==> src/rtl/clk_div_monitor.sv <==
`default_nettype none
// ============================================================================
// Module      : clk_div_monitor
// Description : Samples the ripple-divided clock div_in in the clk domain,
//               emits a one-cycle tick per rising edge, measures the div_in
//               period in clk cycles and tracks lock / sticky error status so
//               downstream logic can run on clk with tick as an enable.
// Ports       : clk          in   system clock, posedge
//               rst_n        in   asynchronous active-low reset
//               div_in       in   divided clock, asynchronous to clk
//               clear        in   synchronous clear of err, tick_count, FSM
//               tick         out  one-cycle pulse per detected div_in rise
//               period       out  last measured period (clk cycles)
//               period_valid out  one-cycle pulse when period updates
//               lock         out  high while locked
//               err          out  sticky bad-period / stall flag
//               tick_count   out  rising edges seen, wraps
// Revision    : 1.0 - initial release
// ============================================================================
module clk_div_monitor #(
  parameter int SYNC_STAGES = 2,
  parameter int CNT_W       = 16,
  parameter int EXP_PERIOD  = 4,
  parameter int TOL         = 0,
  parameter int LOCK_CNT    = 3,
  parameter int TIMEOUT     = 64
) (
  input  logic             clk,
  input  logic             rst_n,
  input  logic             div_in,
  input  logic             clear,
  output logic             tick,
  output logic [CNT_W-1:0] period,
  output logic             period_valid,
  output logic             lock,
  output logic             err,
  output logic [CNT_W-1:0] tick_count
);

  typedef enum logic [1:0] {
    S_IDLE    = 2'd0,
    S_ACQUIRE = 2'd1,
    S_LOCKED  = 2'd2,
    S_STALL   = 2'd3
  } state_t;

  localparam int GOOD_W = (LOCK_CNT > 1) ? $clog2(LOCK_CNT) : 1;
  localparam logic [CNT_W-1:0]  CNT_MAX   = {CNT_W{1'b1}};
  localparam logic [CNT_W:0]    EXP_X     = (CNT_W+1)'(EXP_PERIOD);
  localparam logic [CNT_W:0]    TOL_X     = (CNT_W+1)'(TOL);
  localparam logic [GOOD_W-1:0] GOOD_LAST = GOOD_W'(LOCK_CNT - 1);
  // A saturating counter narrower than the timeout can never reach it.
  localparam bit                TO_REACH  =
    (longint'(TIMEOUT) - 1) <= ((longint'(1) << CNT_W) - 1);
  localparam logic [CNT_W-1:0]  TO_LAST   = CNT_W'(TIMEOUT - 1);

  logic [SYNC_STAGES-1:0] sync_q, sync_d;
  logic                   hist_q, hist_d;
  logic                   tick_q, tick_d;
  logic [CNT_W-1:0]       cnt_q, cnt_d;
  logic [CNT_W-1:0]       period_q, period_d;
  logic                   period_valid_q, period_valid_d;
  logic                   err_q, err_d;
  logic [CNT_W-1:0]       tick_count_q, tick_count_d;
  logic [GOOD_W-1:0]      good_cnt_q, good_cnt_d;
  state_t                 state_q, state_d;

  logic                   rise;
  logic [CNT_W-1:0]       cnt_inc;
  logic [CNT_W:0]         meas_x;
  logic [CNT_W:0]         diff_x;
  logic                   good;
  logic                   timeout_hit;

  always_comb begin
    sync_d         = {sync_q[SYNC_STAGES-2:0], div_in};
    hist_d         = sync_q[SYNC_STAGES-1];
    rise           = sync_q[SYNC_STAGES-1] & ~hist_q;

    // cnt+1 saturated doubles as the measured period on a rise.
    cnt_inc        = (cnt_q == CNT_MAX) ? CNT_MAX : cnt_q + CNT_W'(1);
    meas_x         = {1'b0, cnt_inc};
    diff_x         = (meas_x >= EXP_X) ? (meas_x - EXP_X) : (EXP_X - meas_x);
    good           = (diff_x <= TOL_X);
    timeout_hit    = TO_REACH && (cnt_q == TO_LAST);

    tick_d         = rise;
    cnt_d          = rise ? '0 : cnt_inc;
    period_d       = period_q;
    period_valid_d = 1'b0;
    err_d          = err_q;
    tick_count_d   = tick_count_q + CNT_W'(rise);
    good_cnt_d     = good_cnt_q;
    state_d        = state_q;

    if (clear) begin
      // Clear outranks a coincident rise: the edge still ticks but is not counted.
      state_d      = S_IDLE;
      good_cnt_d   = '0;
      err_d        = 1'b0;
      tick_count_d = '0;
    end else if (rise) begin
      unique case (state_q)
        S_IDLE, S_STALL: begin
          // First edge after idle/stall only restarts the measurement.
          state_d    = S_ACQUIRE;
          good_cnt_d = '0;
        end
        S_ACQUIRE: begin
          period_d       = cnt_inc;
          period_valid_d = 1'b1;
          if (good) begin
            if (good_cnt_q == GOOD_LAST) begin
              state_d    = S_LOCKED;
              good_cnt_d = '0;
            end else begin
              good_cnt_d = good_cnt_q + GOOD_W'(1);
            end
          end else begin
            good_cnt_d = '0;
            err_d      = 1'b1;
          end
        end
        S_LOCKED: begin
          period_d       = cnt_inc;
          period_valid_d = 1'b1;
          if (!good) begin
            err_d      = 1'b1;
            state_d    = S_ACQUIRE;
            good_cnt_d = '0;
          end
        end
        default: state_d = S_IDLE;
      endcase
    end else if (timeout_hit && (state_q == S_ACQUIRE || state_q == S_LOCKED)) begin
      state_d = S_STALL;
      err_d   = 1'b1;
    end
  end

  always_ff @(posedge clk or negedge rst_n) begin
    if (!rst_n) begin
      sync_q         <= '0;
      hist_q         <= 1'b0;
      tick_q         <= 1'b0;
      cnt_q          <= '0;
      period_q       <= '0;
      period_valid_q <= 1'b0;
      err_q          <= 1'b0;
      tick_count_q   <= '0;
      good_cnt_q     <= '0;
      state_q        <= S_IDLE;
    end else begin
      sync_q         <= sync_d;
      hist_q         <= hist_d;
      tick_q         <= tick_d;
      cnt_q          <= cnt_d;
      period_q       <= period_d;
      period_valid_q <= period_valid_d;
      err_q          <= err_d;
      tick_count_q   <= tick_count_d;
      good_cnt_q     <= good_cnt_d;
      state_q        <= state_d;
    end
  end

  assign tick         = tick_q;
  assign period       = period_q;
  assign period_valid = period_valid_q;
  assign lock         = (state_q == S_LOCKED);
  assign err          = err_q;
  assign tick_count   = tick_count_q;

endmodule
`default_nettype wire

==> config.mk <==
export PLATFORM = sky130hd
export DESIGN_NAME = clk_div_monitor
export DESIGN_NICKNAME = d
export VERILOG_FILES = /design/src/rtl/clk_div_monitor.sv
export SDC_FILE = /design/constraint.sdc
export NUM_CORES = 1
export LEC_CHECK = 0
export CAP_MARGIN = 20
export CORE_MARGIN = 1.5
export CORE_UTILIZATION = 25
export DETAILED_ROUTE_END_ITERATION = 12
export GPL_ROUTABILITY_DRIVEN = 0
export MAX_ROUTING_LAYER = met4
export PLACE_DENSITY_LB_ADDON = 0.2
export SYNTH_ARGS = -nofsm -noshare
export SYNTH_HDL_FRONTEND = slang
export SYNTH_SLANG_ARGS = --single-unit
==> constraint.sdc <==
create_clock -name clk -period 8.6 [get_ports clk]
set_input_delay 2.58 -clock clk [delete_from_list [all_inputs] [get_ports clk]]
set_output_delay 2.58 -clock clk [all_outputs]
set_load 0.02 [all_outputs]
# After elaboration in Yosys (flattened, before gate mapping)
# Index checks and enable logic that the tools add are counted.
[word_totals]
regBits = 58
out_inout_bits = 36
[op_classes]
addsub = 5
n_lt_le_gt_ge = 2
eq_ne = 12
n_mux = 25
bitwise_logic = 3
reduce_logical = 11
[ops]
columns = ["operator", "n"]
rows = [
  ["$mux 16", 3],
  ["$mux 2", 11],
  ["$le 17x1->1 const B", 1],
  ["$mux 17", 1],
  ["$sub 16x3->17 const B", 1],
  ["$sub 3x16->17 const A", 1],
  ["$add 16x1->16", 1],
  ["$add 16x1->16 const B", 1],
  ["$eq 16x16->1 const B", 1],
  ["$eq 16x6->1 const B", 1],
  ["$ge 16x3->1 const B", 1],
  ["$ne 4x4->1 const B", 3],
  ["$pmux 2 s3", 2],
  ["$ne 3x3->1 const B", 3],
  ["$mux 1", 8],
  ["$eq 2x2->1 const B", 3],
  ["$reduce_and 3->1", 2],
  ["$reduce_and 4->1", 1],
  ["$reduce_or 2->1", 2],
  ["$reduce_bool 3->1", 1],
  ["$add 2x1->2 const B", 1],
  ["$eq 2x1->1 const B", 1],
  ["$logic_not 2->1", 1],
  ["$not 1->1", 2],
  ["other kinds (5)", 5],
]

# Longest topological paths before layout
# Gate-level depths: netlist of run 1.
[logic_depth]
depth_word = 9
mapped_depth = 14

# Worst setup path after synthesis of run 1
# No wires, ideal clock.
[synth_path]
path_type = "input port to flip-flop"
from = "input clear"
to = "register period_q[11] (netlist: period[11])"
arrival_ns = 3.475
t_required_ns = 8.459
path_slack_ns = 4.983
cell_stages = 5
path_buffers = 2
cell_sequence = "or3_1 -> clkbuf_1 -> clkbuf_1 -> nand2_1 -> o21ai_0"
[synth_via]
elab_chain_cells = 2
[synth_lines]
columns = ["item", "line_no", "rtl"]
rows = [
  ["start: declaration", "31", "input logic clear,"],
  ["$not 1->1 (no line)", "n/a", ""],
  ["$reduce_and 3->1 (no line)", "n/a", ""],
  ["end signal: assignment", "158", "period_q <= period_d;"],
  ["end: declaration", "61", "logic [CNT_W-1:0] period_q, period_d;"],
]
# Every way passes these cells.
# A chain may end at the register's enable or synchronous reset.

# Worst setup path after layout of run 1
[layout_path]
from = "input clear"
to = "register period_q[0] (netlist: period[0])"
# The elaborated chain is that of the path after synthesis.

==> impl_results.html, run 1 <==
<table>
<tr><th>Metric</th><th>Value</th></tr>
<tr><th colspan="2">Timing</th></tr>
<tr><td>Ratio of final minimum period to clock period</td><td>53.7%</td></tr>
<tr><td>Setup TNS Final</td><td>0 ps</td></tr>
<tr><td>Fmax</td><td>around 220 MHz</td></tr>
<tr><td>Transition at the pin with the smallest max-transition slack</td><td>between 800 and 900 ps</td></tr>
<tr><td>Final setup margin</td><td>3980 ps</td></tr>
<tr><td>Post-layout minimum cycle time</td><td>around 4600 ps</td></tr>
<tr><td>WHS</td><td>approximately 350 ps</td></tr>
<tr><td>Hold violation count in the final report</td><td>0</td></tr>
<tr><td>Relative max-transition margin</td><td>39.9%</td></tr>
<tr><td>Total of endpoints with negative setup slack in the final report</td><td>0</td></tr>
<tr><td>Setup repair after global routing missed its margin</td><td>false</td></tr>
<tr><td>Number of pins exceeding their max-slew limit in the final report</td><td>0</td></tr>
<tr><td>Post-Route Skew</td><td>6.22 ps</td></tr>
<tr><th colspan="2">Logic synthesis</th></tr>
<tr><td>Share of flip-flops with an asynchronous set or reset</td><td>100%</td></tr>
<tr><td>Top cells by area, synth</td><td>dfrtp_1, nor2_1, nand3_1, o21ai_0, nand2_1</td></tr>
<tr><td>Portion of synthesized cell area occupied by the leading cell type</td><td>42.5%</td></tr>
<tr><td>Combinational family with the most area after synthesis</td><td>simple AND/OR/NAND/NOR gates</td></tr>
<tr><td>Synthesized-area fraction occupied by xor and xnor cells</td><td>under 10%</td></tr>
<tr><td>Cell type with the largest total area after synthesis</td><td>dfrtp_1</td></tr>
<tr><td>Most frequent cell after synthesis</td><td>dfrtp_1</td></tr>
<tr><td>Post-synthesis instance total</td><td>~380</td></tr>
<tr><td>Total number of yosys warnings</td><td>0</td></tr>
<tr><td>Commonest cells in the synthesized netlist</td><td>dfrtp_1, nor2_1, nand2_1, nand3_1, o21ai_0</td></tr>
<tr><td>Most used DFF post-synth</td><td>dfrtp_1</td></tr>
<tr><td>Synth Area in Adders</td><td>approximately 3%</td></tr>
<tr><td>Count of state elements after synthesis</td><td>58</td></tr>
<tr><td>Multiplexer share of the synthesized area</td><td>2.16%</td></tr>
<tr><td>Number of enable flip-flop cells after synthesis</td><td>0</td></tr>
<tr><td>Syn avg cell area</td><td>approximately 9 sq um</td></tr>
<tr><td>Synthesized Nets</td><td>389</td></tr>
<tr><td>Post-Synth Simple-Gate Area</td><td>28.7%</td></tr>
<tr><td>Number of distinct standard cells referenced by the synthesized netlist</td><td>just over 60</td></tr>
<tr><td>Area of the mapped netlist</td><td>3410 sq um</td></tr>
<tr><td>Sequential area share after synthesis</td><td>42.5%</td></tr>
<tr><td>Area fraction in compound gates after synthesis</td><td>approximately 14%</td></tr>
<tr><th colspan="2">Clock tree</th></tr>
<tr><td>Clock transition at the registers of the reported paths</td><td>around 50 ps</td></tr>
<tr><td>Quantity of gates resized following cts</td><td>0</td></tr>
<tr><td>TritonCTS clock tree</td><td>done</td></tr>
<tr><td>Setup fix buffers added after clock tree synthesis</td><td>0</td></tr>
<tr><td>Clock sink total</td><td>between 50 and 60</td></tr>
<tr><td>Clk_lat worst skew</td><td>between 300 and 400 ps</td></tr>
<tr><td>Number of buffers created by CTS</td><td>9</td></tr>
<tr><td>Maximum level of the CTS H-tree</td><td>3</td></tr>
<tr><td>Clock root buffer</td><td>clkbuf_16</td></tr>
<tr><td>Maximum buffer depth of the clock tree</td><td>2</td></tr>
<tr><td>Number of buffers added to fix hold violations after cts</td><td>0</td></tr>
<tr><th colspan="2">Global route</th></tr>
<tr><td>Pin count of the biggest net entering global routing</td><td>59</td></tr>
<tr><td>Grt ovf</td><td>0</td></tr>
<tr><td>GRT Util Overall</td><td>between 10% and 20%</td></tr>
<tr><td>Antenna violations before repair</td><td>0</td></tr>
<tr><td>Global-route wire length before repair</td><td>about 14000 um</td></tr>
<tr><td>Number of global-route vias before repair</td><td>between 2000 and 3000</td></tr>
<tr><th colspan="2">Place</th></tr>
<tr><td>Port Buf Inserts</td><td>39</td></tr>
<tr><td>Cell Area, Placed</td><td>~3900 sq um</td></tr>
<tr><td>Pre-CTS WS</td><td>3610 ps</td></tr>
<tr><td>Half-perimeter wire length after detailed placement</td><td>6300 um</td></tr>
<tr><td>Number of cells after detailed placement</td><td>around 570</td></tr>
<tr><th colspan="2">Critical path</th></tr>
<tr><td>CP top delay family</td><td>buffers and inverters</td></tr>
<tr><td>Master of the slowest instance on the critical path</td><td>clkdlybuf4s50_1</td></tr>
<tr><td>Critical path peak fanout</td><td>29</td></tr>
<tr><td>Delay of the slowest cell on the worst path</td><td>between 1000 and 1500 ps</td></tr>
<tr><td>Worst path arrival time</td><td>approximately 4800 ps</td></tr>
<tr><td>WP data required</td><td>8780 ps</td></tr>
<tr><td>Cells along the critical path</td><td>clkdlybuf4s50_1 &gt; or3_1 &gt; inv_1 &gt; nor2_1 &gt; a31oi_1</td></tr>
<tr><td>Kind of critical path</td><td>in2reg</td></tr>
<tr><td>Bufs and invs on worst path</td><td>2</td></tr>
<tr><td>Sort of element at the end of the critical path</td><td>flop</td></tr>
<tr><td>Launching element type of the critical path</td><td>input pin</td></tr>
<tr><th colspan="2">Flow run</th></tr>
<tr><td>Maximum capacitance violations</td><td>0</td></tr>
<tr><th colspan="2">Detailed routing</th></tr>
<tr><td>Final routed wirelength across all metal layers</td><td>between 8000 and 9000 um</td></tr>
<tr><td>DRC violation count after routing</td><td>0</td></tr>
<tr><td>DRC marker count from the first detailed-route iteration</td><td>97</td></tr>
<tr><td>Detailed-route wire length per cell</td><td>roughly 15 um</td></tr>
<tr><td>Via count normalized by instance count</td><td>slightly below 5</td></tr>
<tr><td>First-pass iteration count of the detailed router</td><td>4</td></tr>
<tr><td>Vias</td><td>2896</td></tr>
<tr><td>Residual antenna-violating net count after detailed routing</td><td>0</td></tr>
<tr><th colspan="2">Power and ir drop</th></tr>
<tr><td>Total design power</td><td>roughly 1 mW</td></tr>
<tr><td>Pwr per Cell Area</td><td>231 nW/um^2</td></tr>
<tr><td>Maximum ir drop on the vdd rail</td><td>0.0937 mV</td></tr>
<tr><td>Lkg Pwr</td><td>about 1.8 nW</td></tr>
<tr><th colspan="2">Floorplan</th></tr>
<tr><td>Die H</td><td>~120 um</td></tr>
<tr><td>I/O pin count</td><td>40</td></tr>
<tr><td>Overall die area</td><td>approximately 14000 sq um</td></tr>
<tr><td>Placement row count</td><td>42</td></tr>
<tr><td>Core region area</td><td>approximately 13000 sq um</td></tr>
<tr><td>Starting Density</td><td>25.7%</td></tr>
<tr><td>Width of the die</td><td>about 120 um</td></tr>
<tr><th colspan="2">Finish</th></tr>
<tr><td>Number of nets in the finished design</td><td>between 400 and 500</td></tr>
<tr><td>Final Cell Area</td><td>between 4000 and 5000 sq um</td></tr>
<tr><td>Final Util</td><td>a little under a third</td></tr>
<tr><td>Count of inserted antenna diode cells</td><td>0</td></tr>
<tr><td>Finished Layout Cells</td><td>slightly below 600</td></tr>
<tr><td>Area growth, synth to finish</td><td>24.1%</td></tr>
<tr><td>Ratio of cells with drive above 1 in the final layout</td><td>9.00%</td></tr>
<tr><th colspan="2">Status</th></tr>
<tr><td>Run status</td><td>complete, no violations</td></tr>
<tr><th colspan="2">Min path</th></tr>
<tr><td>Tightest Hold Check Type</td><td>reg2reg</td></tr>
</table>
placed cells by master, fill, tap and decap left out, types with 6 or more instances in the layout:
master	count
ha_1	8
nor3_1	15
o21ai_0	26
nor4_1	8
clkbuf_16	9
xnor2_1	11
xor2_1	8
a21oi_1	14
nor2_1	40
nand4_1	8
nand2_1	33
or3_1	9
inv_1	12
a31oi_1	6
dfrtp_1	58
clkdlybuf4s50_1	38
nand3_1	26
worst paths after layout:
| check | start | endpoint | slack [ps] | cells after the start |
|---|---|---|---|---|
| max reg2reg | cnt_q[0] | state_q[1] | 4410 | 11 |
| min reg2reg | sync_q[0] | sync_q[1] | 350 | 0 |
| max in group asynchronous | rst_n | tick_count[2] | 5690 | 2 |
| min | sync_q[0] | sync_q[1] | 350 | 0 |
| max | clear | period[0] | 3980 | 5 |
| min in group asynchronous | rst_n | tick_count[5] | 2410 | 2 |
per-layer routing:
layer	GRT usage (%)	part of all wire (%)	wire length, um	vias up
met3	2.80	3.9	341	13
met2	21.0	49	4310	59
met5	-	0	0	-
met4	4.76	1.7	153	0
li1	-	-	-	1412
met1	16.3	46	4030	1412
cell families (layout without fill, tap and decap cells):
kind of cell,count (synthesis),count (layout)
compound gates,74,74
xor+xnor,19,19
fa+ha+maj,8,8
buf+inv,34,68
flops,58,58
mux,7,7
simple gates,177,177
where the power goes:
group	internal (mW)	switching (mW)
sequential	0.299	0.0289
clock	0.260	0.123
combinational	0.111	0.157
final cells by class:
type	count	area (sq um)
Fill cell	1386	9060
Sequential cell	58	1450
Inverter	12	45.0
Clock buffer	11	243
Multi-Input combinational cell	285	1800
Timing Repair Buffer	40	393
Clock inverter	5	77.6
Tap cell	176	220
sequential cells by signal, indices dropped and copies added, names as in the netlist:
signal	count
err	1
cnt_q	16
state_q	2
hist_q	1
tick_count	16
period_valid	1
tick	1
period	16
sync_q	2
good_cnt_q	2
Power figures use the tool's default switching activity.
==> inputs of run 2 (changes only) <==
clock period = 4 ns   (was 8.6 ns; I/O delays follow)
==> run 2 against run 1 <==
  * First-iteration DRC count grew 47%
  * Total power increased by 120%
  * Design area increased by 2.0%
  * Critical path type is now reg2reg
  * Largest power group unchanged
==> impl_results.html, run 2 (same netlist as run 1, synthesis figures left out) <==
<table>
<tr><th>Metric</th><th>Value</th></tr>
<tr><th colspan="2">Power and ir drop</th></tr>
<tr><td>Maximum ir drop on the vdd rail</td><td>0.190 mV (+100%)</td></tr>
<tr><td>Sequential share of power</td><td>32.4% (-1.1 points)</td></tr>
<tr><td>Internal</td><td>1.49 mW (+120%)</td></tr>
<tr><td>Net Sw Power</td><td>0.660 mW (+110%)</td></tr>
<tr><td>Lkg Pwr</td><td>1.79 nW (+2.4%)</td></tr>
<tr><td>Pwr per Cell Area</td><td>498 nW/um^2 (+120%)</td></tr>
<tr><td>Total design power</td><td>2.15 mW (+120%)</td></tr>
<tr><td>Share of power burned in the clock network</td><td>40.7% (+1.5 points)</td></tr>
<tr><td>Net Sw Frac</td><td>30.7% (-0.88 points)</td></tr>
<tr><td>Share of power burned in combinational logic</td><td>26.9% (-0.4 points)</td></tr>
<tr><th colspan="2">Detailed routing</th></tr>
<tr><td>Final routed wirelength across all metal layers</td><td>8920 um (+0.95%)</td></tr>
<tr><td>DRC marker count from the first detailed-route iteration</td><td>143 (+47%)</td></tr>
<tr><td>Detailed-route wire length per cell</td><td>15.0 um (-0.41%)</td></tr>
<tr><td>Via count normalized by instance count</td><td>4.89 (-0.83%)</td></tr>
<tr><td>Residual antenna-violating net count after detailed routing</td><td>0 (unchanged)</td></tr>
<tr><td>Vias</td><td>2911 (+0.52%)</td></tr>
<tr><td>First-pass iteration count of the detailed router</td><td>4 (unchanged)</td></tr>
<tr><td>DRC violation count after routing</td><td>0 (unchanged)</td></tr>
<tr><th colspan="2">Place</th></tr>
<tr><td>Half-perimeter wire length after detailed placement</td><td>6500 um (+3.1%)</td></tr>
<tr><td>Cell Area, Placed</td><td>3970 sq um (+1.5%)</td></tr>
<tr><td>Pre-CTS WS</td><td>218 ps (-3390 ps)</td></tr>
<tr><td>Port Buf Inserts</td><td>39 (unchanged)</td></tr>
<tr><th colspan="2">Critical path</th></tr>
<tr><td>CP top delay family</td><td>simple AND/OR/NAND/NOR gates</td></tr>
<tr><td>Sort of element at the end of the critical path</td><td>flop</td></tr>
<tr><td>Kind of critical path</td><td>reg2reg</td></tr>
<tr><td>Master of the slowest instance on the critical path</td><td>or4_1</td></tr>
<tr><td>Critical path peak fanout</td><td>10 (-66%)</td></tr>
<tr><td>Delay of the slowest cell on the worst path</td><td>490 ps (-570 ps)</td></tr>
<tr><td>Launching element type of the critical path</td><td>flop</td></tr>
<tr><td>Worst path arrival time</td><td>3950 ps (-850 ps)</td></tr>
<tr><td>Bufs and invs on worst path</td><td>0 (-2)</td></tr>
<tr><td>WP data required</td><td>4260 ps (-4520 ps)</td></tr>
<tr><td>Cells along the critical path</td><td>ha_2 &gt; nand2_2 &gt; nor3_1 &gt; mux2_1 &gt; a211oi_2 &gt; nand4_1 &gt; nand2b_1 &gt; o32a_1 &gt; or4_1 &gt; a21oi_1 &gt; a221o_1</td></tr>
<tr><th colspan="2">Clock tree</th></tr>
<tr><td>Number of buffers created by CTS</td><td>9 (unchanged)</td></tr>
<tr><td>Maximum level of the CTS H-tree</td><td>3 (unchanged)</td></tr>
<tr><td>Clock sink total</td><td>58 (unchanged)</td></tr>
<tr><td>Number of buffers added to fix hold violations after cts</td><td>0 (unchanged)</td></tr>
<tr><td>TritonCTS clock tree</td><td>done</td></tr>
<tr><td>Clock transition at the registers of the reported paths</td><td>50 ps (about the same)</td></tr>
<tr><td>Maximum buffer depth of the clock tree</td><td>2 (unchanged)</td></tr>
<tr><td>Clock root buffer</td><td>clkbuf_16</td></tr>
<tr><td>Clk_lat worst skew</td><td>320 ps (about the same)</td></tr>
<tr><th colspan="2">Floorplan</th></tr>
<tr><td>Core region area</td><td>13300 sq um (unchanged)</td></tr>
<tr><td>Placement row count</td><td>42 (unchanged)</td></tr>
<tr><td>Width of the die</td><td>120 um (unchanged)</td></tr>
<tr><td>Overall die area</td><td>14400 sq um (unchanged)</td></tr>
<tr><td>Die H</td><td>120 um (unchanged)</td></tr>
<tr><td>Starting Density</td><td>25.7% (unchanged)</td></tr>
<tr><td>I/O pin count</td><td>40 (unchanged)</td></tr>
<tr><th colspan="2">Timing</th></tr>
<tr><td>Transition at the pin with the smallest max-transition slack</td><td>826 ps (-73.3 ps)</td></tr>
<tr><td>WHS</td><td>348 ps (-2.20 ps)</td></tr>
<tr><td>Post-Route Skew</td><td>7.11 ps (+0.890 ps)</td></tr>
<tr><td>Final setup margin</td><td>315 ps (-3670 ps)</td></tr>
<tr><td>Setup repair after global routing missed its margin</td><td>false</td></tr>
<tr><td>Relative max-transition margin</td><td>44.9% (+5.1 points)</td></tr>
<tr><td>Setup TNS Final</td><td>0 ps (unchanged)</td></tr>
<tr><td>Total of endpoints with negative setup slack in the final report</td><td>0 (unchanged)</td></tr>
<tr><td>Hold violation count in the final report</td><td>0 (unchanged)</td></tr>
<tr><td>Ratio of final minimum period to clock period</td><td>around 92%</td></tr>
<tr><td>Post-layout minimum cycle time</td><td>3680 ps</td></tr>
<tr><td>Fmax</td><td>about 270 MHz</td></tr>
<tr><td>Number of pins exceeding their max-slew limit in the final report</td><td>0 (unchanged)</td></tr>
<tr><th colspan="2">Finish</th></tr>
<tr><td>Most frequent cells in the layout</td><td>dfrtp_1, nor2_1, clkdlybuf4s50_1</td></tr>
<tr><td>Filler Cell Count</td><td>1377 (-0.65%)</td></tr>
<tr><td>Area growth, synth to finish</td><td>26.6%</td></tr>
<tr><td>Leading cell type in the layout, fill and taps excluded</td><td>dfrtp_1</td></tr>
<tr><td>Number of nets in the finished design</td><td>426 (+1.9%)</td></tr>
<tr><td>Area taken by flip-flops and latches</td><td>1450 sq um (unchanged)</td></tr>
<tr><td>Area of the multi-input gates</td><td>1810 sq um (+0.14%)</td></tr>
<tr><td>Ratio of cells with drive above 1 in the final layout</td><td>11.0% (+2.0 points)</td></tr>
<tr><td>Final Cell Area</td><td>4320 sq um (+2.0%)</td></tr>
<tr><td>Count of inserted antenna diode cells</td><td>0 (unchanged)</td></tr>
<tr><th colspan="2">Global route</th></tr>
<tr><td>Grt ovf</td><td>0 (unchanged)</td></tr>
<tr><td>Global-route wire length before repair</td><td>14900 um (+2.9%)</td></tr>
<tr><td>Pin count of the biggest net entering global routing</td><td>59 (unchanged)</td></tr>
<tr><td>Antenna violations before repair</td><td>0 (unchanged)</td></tr>
<tr><td>GRT Util Overall</td><td>13.6% (+0.47 points)</td></tr>
<tr><td>Number of global-route vias before repair</td><td>2994 (+6.2%)</td></tr>
<tr><th colspan="2">Flow run</th></tr>
<tr><td>Maximum capacitance violations</td><td>0 (unchanged)</td></tr>
<tr><th colspan="2">Min path</th></tr>
<tr><td>Tightest Hold Check Type</td><td>reg2reg</td></tr>
<tr><th colspan="2">Status</th></tr>
<tr><td>Run status</td><td>complete, no violations</td></tr>
</table>
## run 2: cell count changes in the layout (fill, tap and decap cells not counted)
cell,change
buf_4,+8
clkinv_2,-2
clkinv_4,+2
bufinv_16,+1
clkbuf_8,-1
ha_1,-1
ha_2,+1
## run 2: final cells by class
| type | instances | area share (%) |
|---|---|---|
| multi-input combinational | 285 | 41.8 |
| sequential | 58 | 33.6 |
| timing repair buffer | 48 | 10.5 |
| clock buffer | 10 | 5.30 |
| tap | 176 | 5.10 |
| clock inverter | 6 | 2.67 |
| inverter | 12 | 1.04 |
## run 2: final timing paths
| check | start | slack, ps | endpoint | cells past startpoint |
|---|---|---|---|---|
| setup / recovery | cnt_q[1] | 320 | state_q[1] | 11 |
| hold / removal | sync_q[0] | 350 | sync_q[1] | 0 |
| setup reg to reg | cnt_q[1] | 320 | state_q[1] | 11 |
| hold reg to reg | sync_q[0] | 350 | sync_q[1] | 0 |
| max in group asynchronous | rst_n | 2480 | cnt_q[2] | 2 |
| min in group asynchronous | rst_n | 1030 | err | 2 |
## run 2: power by group through the flow
stage	registers [mW]	logic, mW	clock network (mW)
finish	0.698	0.578	0.876
global route	0.707	0.641	0.926
CTS	0.697	0.578	0.902
detailed placement	0.707	0.575	0
global placement	0.703	0.576	0
floorplan	0.727	0.374	0
## run 2: routing by layer
layer	GRT usage [%]	share of wire [%]
met1	16.4	45
met2	21.9	49
met3	2.90	3.6
met4	5.65	2.0
met5	-	0
## run 2: timing repair
| action | in CTS | in global routing |
|---|---|---|
| resized for setup | 0 | 1 |
| endpoints found under the hold margin | 0 | 0 |
| setup endpoints to repair | 0 | 3 |
| buffers inserted | 0 | 0 |
## run 2: worst reg2reg max path: stages, from the launching register on
cell and delay (ps):
dfrtp_1 470, ha_2 360, nand2_2 150, nor3_1 310, mux2_1 390, a211oi_2 360, nand4_1 180, nand2b_1 200
o32a_1 430, or4_1 490, a21oi_1 160, a221o_1 120
## run 2: metrics by stage
step / utilization, % / cells
4_1_cts: 32.5 / 595
5_1_grt: 32.5 / 595
2_1_floorplan: - / 377
3_3_place_gp: 29.9 / 579
3_5_place_dp: 29.9 / 579
6_report: 32.5 / 595
==> inputs of run 3 (changes only) <==
DONT_BUFFER_PORTS = 1   (was default)
==> run 3 against run 2 <==
  * Clock skew grew 1.3 ps
  * Core utilization decreased by 3.5 points
  * Hold slack got worse by 1.9 ps
  * Critical path depth up 2
  * Final cell count down 7.1%
  * Count of clock-buffer cells in the layout is 1 higher
  * Critical path type unchanged
  * Largest power group is now registers
  * Highest routed layer unchanged
==> impl_results.html, run 3 (same netlist as run 1, synthesis figures left out) <==
<table>
<tr><th>Metric</th><th>Value</th></tr>
<tr><th colspan="2">Timing</th></tr>
<tr><td>Relative max-transition margin</td><td>42.8% (-2.1 points)</td></tr>
<tr><td>Post-Route Skew</td><td>8.44 ps (+1.33 ps)</td></tr>
<tr><td>Ratio of final minimum period to clock period</td><td>92.8% (+0.65 points)</td></tr>
<tr><td>Fmax</td><td>269 MHz (-0.70%)</td></tr>
<tr><td>Transition at the pin with the smallest max-transition slack</td><td>857 ps (+31.3 ps)</td></tr>
<tr><td>Setup TNS Final</td><td>0 ps (unchanged)</td></tr>
<tr><td>Post-layout minimum cycle time</td><td>3710 ps (+26.1 ps)</td></tr>
<tr><td>Setup repair after global routing missed its margin</td><td>false</td></tr>
<tr><td>Number of pins exceeding their max-slew limit in the final report</td><td>0 (unchanged)</td></tr>
<tr><td>Total of endpoints with negative setup slack in the final report</td><td>0 (unchanged)</td></tr>
<tr><td>Hold violation count in the final report</td><td>0 (unchanged)</td></tr>
<tr><th colspan="2">Clock tree</th></tr>
<tr><td>Number of buffers added to fix hold violations after cts</td><td>0 (unchanged)</td></tr>
<tr><td>Maximum level of the CTS H-tree</td><td>3 (unchanged)</td></tr>
<tr><td>Number of buffers created by CTS</td><td>9 (unchanged)</td></tr>
<tr><td>Clock sink total</td><td>58 (unchanged)</td></tr>
<tr><td>Clock transition at the registers of the reported paths</td><td>50 ps (about the same)</td></tr>
<tr><td>Clk_lat worst skew</td><td>330 ps (about the same)</td></tr>
<tr><td>TritonCTS clock tree</td><td>done</td></tr>
<tr><td>Maximum buffer depth of the clock tree</td><td>2 (unchanged)</td></tr>
<tr><td>Clock root buffer</td><td>clkbuf_16</td></tr>
<tr><th colspan="2">Critical path</th></tr>
<tr><td>Total number of cells along the worst setup path</td><td>13 (+2)</td></tr>
<tr><td>Critical path peak fanout</td><td>10 (unchanged)</td></tr>
<tr><td>Worst R2R Start</td><td>cnt_q[1]</td></tr>
<tr><td>Critical Path Source</td><td>cnt_q[1]</td></tr>
<tr><td>Cell with the most instances on the worst path</td><td>nand4_1</td></tr>
<tr><td>Depth of the most critical reg-to-reg path</td><td>13 (+2)</td></tr>
<tr><td>Critical R2R Capture</td><td>state_q[1]</td></tr>
<tr><td>Worst path arrival time</td><td>3970 ps (+20 ps)</td></tr>
<tr><td>Sort of element at the end of the critical path</td><td>flop</td></tr>
<tr><td>Launching element type of the critical path</td><td>flop</td></tr>
<tr><td>WP data required</td><td>4260 ps (about the same)</td></tr>
<tr><td>Flop-to-flop setup slack</td><td>290 ps (-30 ps)</td></tr>
<tr><td>Kind of critical path</td><td>reg2reg</td></tr>
<tr><td>CP top delay family</td><td>simple AND/OR/NAND/NOR gates</td></tr>
<tr><td>Cells along the critical path</td><td>ha_4 &gt; nand4_1 &gt; nor4_4 &gt; nor2_1 &gt; ha_1 &gt; inv_1 &gt; nand4_1 &gt; a2111oi_2 &gt; o21ai_1 &gt; o32a_1 &gt; or4_1 &gt; a21oi_1 &gt; a221o_1</td></tr>
<tr><td>Delay of the slowest cell on the worst path</td><td>530 ps (+40 ps)</td></tr>
<tr><td>Termination of the worst setup path</td><td>state_q[1]</td></tr>
<tr><td>Bufs and invs on worst path</td><td>1 (+1)</td></tr>
<tr><td>Master of the slowest instance on the critical path</td><td>nor4_4</td></tr>
<tr><th colspan="2">Floorplan</th></tr>
<tr><td>Placement row count</td><td>42 (unchanged)</td></tr>
<tr><td>Die H</td><td>120 um (unchanged)</td></tr>
<tr><td>Core region area</td><td>13300 sq um (unchanged)</td></tr>
<tr><td>Width of the die</td><td>120 um (unchanged)</td></tr>
<tr><td>Overall die area</td><td>14400 sq um (unchanged)</td></tr>
<tr><td>I/O pin count</td><td>40 (unchanged)</td></tr>
<tr><td>Starting Density</td><td>25.7% (unchanged)</td></tr>
<tr><th colspan="2">Finish</th></tr>
<tr><td>Filler Cell Count</td><td>1405 (+2.0%)</td></tr>
<tr><td>Area growth, synth to finish</td><td>12.9%</td></tr>
<tr><td>Count of inserted antenna diode cells</td><td>0 (unchanged)</td></tr>
<tr><td>Number of nets in the finished design</td><td>386 (-9.4%)</td></tr>
<tr><td>Most frequent cells in the layout</td><td>dfrtp_1, nor2_1, nand2_1</td></tr>
<tr><td>Leading cell type in the layout, fill and taps excluded</td><td>dfrtp_1</td></tr>
<tr><td>Ratio of cells with drive above 1 in the final layout</td><td>11.1% (+0.16 points)</td></tr>
<tr><th colspan="2">Place</th></tr>
<tr><td>Half-perimeter wire length after detailed placement</td><td>6410 um (-1.5%)</td></tr>
<tr><td>Port Buf Inserts</td><td>0 (-100%)</td></tr>
<tr><th colspan="2">Global route</th></tr>
<tr><td>Global-route wire length before repair</td><td>14500 um (-2.6%)</td></tr>
<tr><td>Antenna violations before repair</td><td>0 (unchanged)</td></tr>
<tr><td>Grt ovf</td><td>0 (unchanged)</td></tr>
<tr><td>Pin count of the biggest net entering global routing</td><td>59 (unchanged)</td></tr>
<tr><td>Number of global-route vias before repair</td><td>2708 (-9.6%)</td></tr>
<tr><td>GRT Util Overall</td><td>13.3% (-0.27 points)</td></tr>
<tr><th colspan="2">Detailed routing</th></tr>
<tr><td>DRC violation count after routing</td><td>0 (unchanged)</td></tr>
<tr><td>DRC marker count from the first detailed-route iteration</td><td>185 (+29%)</td></tr>
<tr><td>First-pass iteration count of the detailed router</td><td>5 (+1)</td></tr>
<tr><td>Detailed-route wire length per cell</td><td>16.0 um (+6.7%)</td></tr>
<tr><td>Via count normalized by instance count</td><td>5.03 (+2.8%)</td></tr>
<tr><td>Final routed wirelength across all metal layers</td><td>8840 um (-0.86%)</td></tr>
<tr><td>Residual antenna-violating net count after detailed routing</td><td>0 (unchanged)</td></tr>
<tr><td>Vias</td><td>2781 (-4.5%)</td></tr>
<tr><th colspan="2">Power and ir drop</th></tr>
<tr><td>Total design power</td><td>1.87 mW (-13%)</td></tr>
<tr><td>Lkg Pwr</td><td>1.62 nW (-9.7%)</td></tr>
<tr><td>Maximum ir drop on the vdd rail</td><td>0.267 mV (+41%)</td></tr>
<tr><td>Pwr per Cell Area</td><td>485 nW/um^2 (-2.7%)</td></tr>
<tr><th colspan="2">Status</th></tr>
<tr><td>Run status</td><td>complete, no violations</td></tr>
<tr><th colspan="2">Flow run</th></tr>
<tr><td>Maximum capacitance violations</td><td>0 (unchanged)</td></tr>
<tr><th colspan="2">Min path</th></tr>
<tr><td>Tightest Hold Check Type</td><td>reg2reg</td></tr>
</table>
==> run 3: area by class of cell <==
class                      count  area [sq um]  share of cell area (%)
clock buffer                  11           243                    6.30
clock inverter                 3          17.5                   0.455
inverter                      12          45.0                    1.17
multi-input combinational    285          1820                    47.1
sequential                    58          1450                    37.7
tap                          176           220                    5.72
timing repair buffer           8          60.1                    1.56
==> run 3: how the worst min path moves through the flow <==
| stage | from | endpoint | slack (ps) | cells past startpoint |
|---|---|---|---|---|
| floorplan | sync_q[0] | sync_q[1] | 330 | 0 |
| global placement | sync_q[0] | sync_q[1] | 340 | 0 |
| detailed placement | sync_q[0] | sync_q[1] | 340 | 0 |
| CTS | sync_q[0] | sync_q[1] | 350 | 0 |
| global route | sync_q[0] | sync_q[1] | 360 | 0 |
| finish | sync_q[0] | sync_q[1] | 350 | 0 |
==> run 3: per-stage QoR <==
stage	instances	hold WS, ps	area, sq um	utilization (%)	setup WS [ps]
3_3_place_gp	538	335	3570	26.9	348
6_report	553	346	3850	29.0	289
4_1_cts	552	350	3830	28.8	228
3_5_place_dp	538	340	3570	26.9	249
5_1_grt	553	363	3850	29.0	77.3
2_1_floorplan	377	331	3410	-	676
==> run 3: routing by layer <==
layer / global-route usage [%] / wire length (um) / up-vias
li1: - / - / 1347
met1: 15.5 / 3860 / 1355
met2: 21.9 / 4380 / 66
met3: 3.52 / 440 / 13
met4: 5.13 / 159 / 0
met5: - / 0 / -
==> run 3: timing repair <==
action                     4_1_cts  5_1_grt
buffers inserted                 0        1
setup endpoints to repair        0        1
gates resized for setup          0        2
==> run 3: power breakdown <==
part | total [mW] | leakage, nW | internal, mW | switching, mW
Sequential | 0.749 | 0.781 | 0.642 | 0.107
Combinational | 0.441 | 0.712 | 0.179 | 0.261
Clock | 0.677 | 0.127 | 0.425 | 0.251
Total | 1.87 | 1.62 | 1.25 | 0.620
